File: src/rtl/bf_bus_pkg.sv
// Shared types and constants for the BF external memory bus sequencer.
// Used by both the BF core and the chip top.
package bf_bus_pkg;

    localparam int ADDR_W_DEF = 8;
    localparam int DATA_W_DEF = 8;

    typedef enum logic [1:0] {
        IDLE,
        RD_WAIT,
        WR_DRIVE,
        WR_TURN
    } bus_state_e;

    localparam logic [7:0] OE_WRITE = 8'hFF;
    localparam logic [7:0] OE_READ  = 8'h00;

endpackage

File: src/rtl/bf_mem_bus_ctrl.sv
// External memory bus sequencer: one read or write at a time from the BF core,
// driving address/data/oe pins and returning a one-cycle response pulse.
module bf_mem_bus_ctrl #(
    parameter int ADDR_W    = bf_bus_pkg::ADDR_W_DEF,
    parameter int DATA_W    = bf_bus_pkg::DATA_W_DEF,
    parameter int RD_WAIT   = 2,
    parameter int WR_CYCLES = 2
) (
    input  logic              clk,
    input  logic              rst_n,
    input  logic              ena,
    input  logic              req_valid,
    output logic              req_ready,
    input  logic              req_we,
    input  logic [ADDR_W-1:0] req_addr,
    input  logic [DATA_W-1:0] req_wdata,
    output logic              rsp_valid,
    output logic              rsp_we,
    output logic [DATA_W-1:0] rsp_rdata,
    output logic [ADDR_W-1:0] bus_addr,
    input  logic [DATA_W-1:0] bus_din,
    output logic [DATA_W-1:0] bus_dout,
    output logic [DATA_W-1:0] bus_oe
);
    import bf_bus_pkg::*;

    localparam int CNT_MAX = (RD_WAIT > WR_CYCLES) ? RD_WAIT : WR_CYCLES;
    localparam int CNT_W   = $clog2(CNT_MAX + 1);
    localparam logic [DATA_W-1:0] OE_ON  = {DATA_W{1'b1}};
    localparam logic [DATA_W-1:0] OE_OFF = '0;

    bus_state_e       state, state_nxt;
    logic [CNT_W-1:0] cnt;
    logic             accept;
    logic             cnt_zero;

    assign req_ready = (state == IDLE);
    assign accept    = req_valid & ena & req_ready;
    assign cnt_zero  = (cnt == '0);

    always_comb begin
        state_nxt = state;
        case (state)
            IDLE:     if (accept) state_nxt = req_we ? WR_DRIVE : bf_bus_pkg::RD_WAIT;
            bf_bus_pkg::RD_WAIT: if (cnt_zero) state_nxt = IDLE;
            WR_DRIVE: if (cnt_zero) state_nxt = WR_TURN;
            WR_TURN:  state_nxt = IDLE;
            default:  state_nxt = IDLE;
        endcase
    end

    // All bus/response outputs are registered; the counter is only loaded in IDLE.
    always_ff @(posedge clk) begin
        if (!rst_n) begin
            state     <= IDLE;
            cnt       <= '0;
            bus_addr  <= '0;
            bus_dout  <= '0;
            bus_oe    <= OE_OFF;
            rsp_valid <= 1'b0;
            rsp_we    <= 1'b0;
            rsp_rdata <= '0;
        end else begin
            state     <= state_nxt;
            rsp_valid <= 1'b0;
            case (state)
                IDLE: begin
                    if (accept) begin
                        bus_addr <= req_addr;
                        if (req_we) begin
                            cnt      <= CNT_W'(WR_CYCLES - 1);
                            bus_dout <= req_wdata;
                            bus_oe   <= OE_ON;
                        end else begin
                            cnt      <= CNT_W'(RD_WAIT - 1);
                            bus_oe   <= OE_OFF;
                        end
                    end
                end
                bf_bus_pkg::RD_WAIT: begin
                    if (cnt_zero) begin
                        rsp_rdata <= bus_din;
                        rsp_valid <= 1'b1;
                        rsp_we    <= 1'b0;
                    end else begin
                        cnt <= cnt - 1'b1;
                    end
                end
                WR_DRIVE: begin
                    // Drop oe one cycle ahead of IDLE so the turnaround cycle is oe=0.
                    if (cnt_zero) bus_oe <= OE_OFF;
                    else          cnt    <= cnt - 1'b1;
                end
                WR_TURN: begin
                    rsp_valid <= 1'b1;
                    rsp_we    <= 1'b1;
                end
                default: bus_oe <= OE_OFF;
            endcase
        end
    end

endmodule

File: config.mk
export PLATFORM = sky130hd
export DESIGN_NAME = bf_mem_bus_ctrl
export DESIGN_NICKNAME = d
export VERILOG_FILES = /design/src/rtl/bf_bus_pkg.sv /design/src/rtl/bf_mem_bus_ctrl.sv
export SDC_FILE = /design/constraint.sdc
export NUM_CORES = 1
export LEC_CHECK = 0
export CAP_MARGIN = 15
export CORE_MARGIN = 8
export CORE_UTILIZATION = 38
export CTS_BUF_LIST = sky130_fd_sc_hd__clkbuf_8
export CTS_CLUSTER_DIAMETER = 50
export CTS_CLUSTER_SIZE = 30
export DETAILED_ROUTE_END_ITERATION = 7
export PLACE_DENSITY = 0.76
export SLEW_MARGIN = 40
export SYNTH_ARGS = -nofsm -noshare
export SYNTH_HDL_FRONTEND = slang
export SYNTH_SLANG_ARGS = --single-unit
File: constraint.sdc
create_clock -name clk -period 1.25 [get_ports clk]
set_input_delay 0.25 -clock clk [delete_from_list [all_inputs] [get_ports clk]]
set_output_delay 0.25 -clock clk [all_outputs]
set_load 0.005 [all_outputs]
==> impl_metrics.yaml <==
run_status:
  status: "finished with violations"
  violations: "negative setup slack"
cells_and_area:
  diodes: 0
  fin_nets: 275
  final_common_cell: "nand2_1"
  final_cells: 288
  drive_gt1_share_pct: 24.2
  areaGrowthSynthToFinish_pct: 69.1
  final_cell_mix: "nand2_1 (45), dlygate4sd2_1 (31), clkdlybuf4s50_1 (28)"
drt:
  dr.pass1.iters: 4
  vias: 1323
  via_per_inst: 4.59
  drc: 0
  wl_per_cell_microns: 13.1
  antenna_left: 0
  wl_microns: 3770
  drt_iter0_drc: 49
yosys:
  synth.avg_cell_area_sq_um: 8.57
  ys_warn_count: 0
  syn_inst: 163
  synth_cell_types: 30
  ys_ff_latch: 31
  synth_top_area_share_pct: 44.4
  synth_area_leaders: "dfxtp_1 (44%), nand2_1 (12%), a21boi_0 (8.1%)"
  synth_nets: 199
  seq_area_frac_synth_pct: 44.4
  netlist_area_sq_um: 1400
  synth_top_cell_by_area: "dfxtp_1"
placement:
  dp_cells: 271
  post-place-ws_ps: -273
  place.gp.congestion: 0.764
  io_buffers: 63
  hpwl_microns: 2800
floorplan:
  core_area_sq_um: 3610
  boundaryPins: 64
  initial_utilization_pct: 38.8
  dieArea_sq_um: 5870
  fp.dieH_microns: 76.6
  rows: 22
  die_w_microns: 76.6
setup_path:
  crit_required_ps: 1460
  crit_type: "flop to flop"
  arrival_ps: 1510
  crit_start: "state[0]"
  cpPeakStageDelay_ps: 360
  r2r_start: "state[0]"
  crit_buf_inv: 2
  r2r-end: "cnt[1]"
  path_cells: "inv_4, buf_6, ha_4, a211oi_4, mux2i_1"
  critPathTopFamily: "flip-flops"
  cp_max_fo: 4
  ff2ff_path_depth: 5
  r2r_setup_slack_ps: -60
  worst_path_max_delay_cell: "dfxtp_4"
  setup.worst_path.end_class: "flop"
  startpoint_type: "flop"
timing:
  worst_hold_slack_ps: 444
  clock.fmax_mhz: 764
  tightest_slew_ps: 280
  finalSetupViolations: 4
  post-route-period-util_pct: 105
  hold_viol: 0
  finalMaxSlewViolations: 0
  rsz0062_at_grt: "true"
  worst_slack_ps: -59.3
  clock_skew_ps: 3.78
  relSlewSlack_pct: 81.3
  period_needed_ps: 1310
global_routing:
  grt-ovfl-total: 0
  grt_antenna_before_repair: 0
  grt_pass1_wl_microns: 6160
  grt_max_degree: 14
  grt_pass1_vias: 1317
  grt.total_usage_pct: 12.6
cts:
  tritoncts: "built"
  h-tree-depth: 2
  cts_buffers: 5
  clk_latency_ps: 270
  cts_sinks: 31
  cts_buffer_depth: 2
  clk_pin_slew_worst_paths_ps: 70
  cts_hold_buf: 0
  root_buffer: "clkbuf_8"
power_and_ir_drop:
  power_density_nw_per_um2: 1760
  internal_power_w: 0.00274
  combPwrFrac_pct: 52.0
  switching_power_w: 0.00141
  seqPwrFrac_pct: 30.2
  p_sw_share_pct: 34.0
  p_clk_share_pct: 17.8
  ir_worst_vdd_mv: 0.966
  p_leak_nw: 1.06
job:
  drv_cap: 0
min_path:
  hp-start: "bus_dout[2]"
  hold_depth: 2
  holdPathEnd: "bus_dout[2]"
  hp-class: "flop to flop"
==> timing repair <==
| action | 4_1_cts | 5_1_grt |
|---|---|---|
| gates cloned | 0 | 1 |
| resized for setup | 55 | 19 |
| pin swaps | 5 | 5 |
| endpoints found under the setup margin | 48 | 30 |
| buffers inserted | 7 | 1 |
==> final cells by class <==
cell class | count | area, sq um
repair buffers | 83 | 748
flip-flops and latches | 31 | 631
inverters | 4 | 20.0
multi-input cells | 114 | 821
clock buffers | 5 | 68.8
well taps | 48 | 60.1
clock inverters | 3 | 15.0
fillers | 307 | 1240
==> synthesized netlist by cell type (all sizes together) <==
master   n
nand3b   2
dfxtp   31
a21oi    2
and2     1
o21ai    1
and4     1
and3     2
clkbuf   3
nand2   46
a21boi  17
nor2b    1
buf     12
o221a    1
mux2     1
nand2b   1
o21bai   1
inv      4
a32o     1
nand4b   1
nand4    1
a211oi   1
nand3   17
mux2i    3
o22ai    1
nor2     4
ha       7
==> layer usage <==
metal	routed length (microns)	vias to the layer above	track usage, %
li1	-	691	-
met1	1470	601	12.6
met2	2020	29	23.0
met3	245	2	5.07
met4	31	0	4.04
met5	0	-	0
==> stage by stage <==
step	util [%]	area (sq um)	total power, W	TNS (ps)
final	65.5	2360	0.00415	-185
after global routing	65.5	2360	0.00442	-978
after CTS	63.3	2280	0.00394	-270
after detailed placement	59.4	2140	0.00298	-5200
after global placement	59.4	2140	0.00295	-4550
after floorplan	-	1450	0.00229	0
==> worst reg2reg max path: stages, from the launching register on <==
cell and delay, ps:
dfxtp_4 360, inv_4 40, buf_6 110, ha_4 260, a211oi_4 260, mux2i_1 210
==> how the worst max path moves through the flow <==
stage	to	depth (start not counted)	slack, ps
after floorplan	state[0]	5	9
after global placement	state[0]	4	-240
after detailed placement	state[0]	4	-270
after CTS	state[0]	6	-80
after global routing	cnt[1]	6	-120
final	cnt[1]	5	-60
==> power groups by stage <==
stage / combinational [W] / clock (W) / sequential, W
3_5_place_dp: 0.00170 / 0 / 0.00128
3_3_place_gp: 0.00167 / 0 / 0.00128
6_report: 0.00216 / 0.000740 / 0.00125
2_1_floorplan: 0.000995 / 0 / 0.00129
5_1_grt: 0.00233 / 0.000820 / 0.00127
4_1_cts: 0.00192 / 0.000770 / 0.00125
==> kinds of logic (layout without fill, tap and decap cells) <==
family / Yosys count / after routing / share of synthesized area [%]
multiplexers: 4 / 4 / 2.95
AO/OA/AOI/OAI: 25 / 25 / 13.9
adder cells (fa/ha/maj): 7 / 7 / 6.27
flip-flops: 31 / 31 / 44.4
buffers and inverters: 19 / 95 / 7.79
AND/OR/NAND/NOR: 77 / 78 / 24.7
==> state kept, by name, indices dropped and copies added, names as in the netlist <==
name	cells
bus_addr	8
rsp_rdata	8
bus_oe	1
cnt	2
rsp_valid	1
state	2
bus_dout	8
rsp_we	1
No activity file was read; power rests on OpenSTA's default activity.
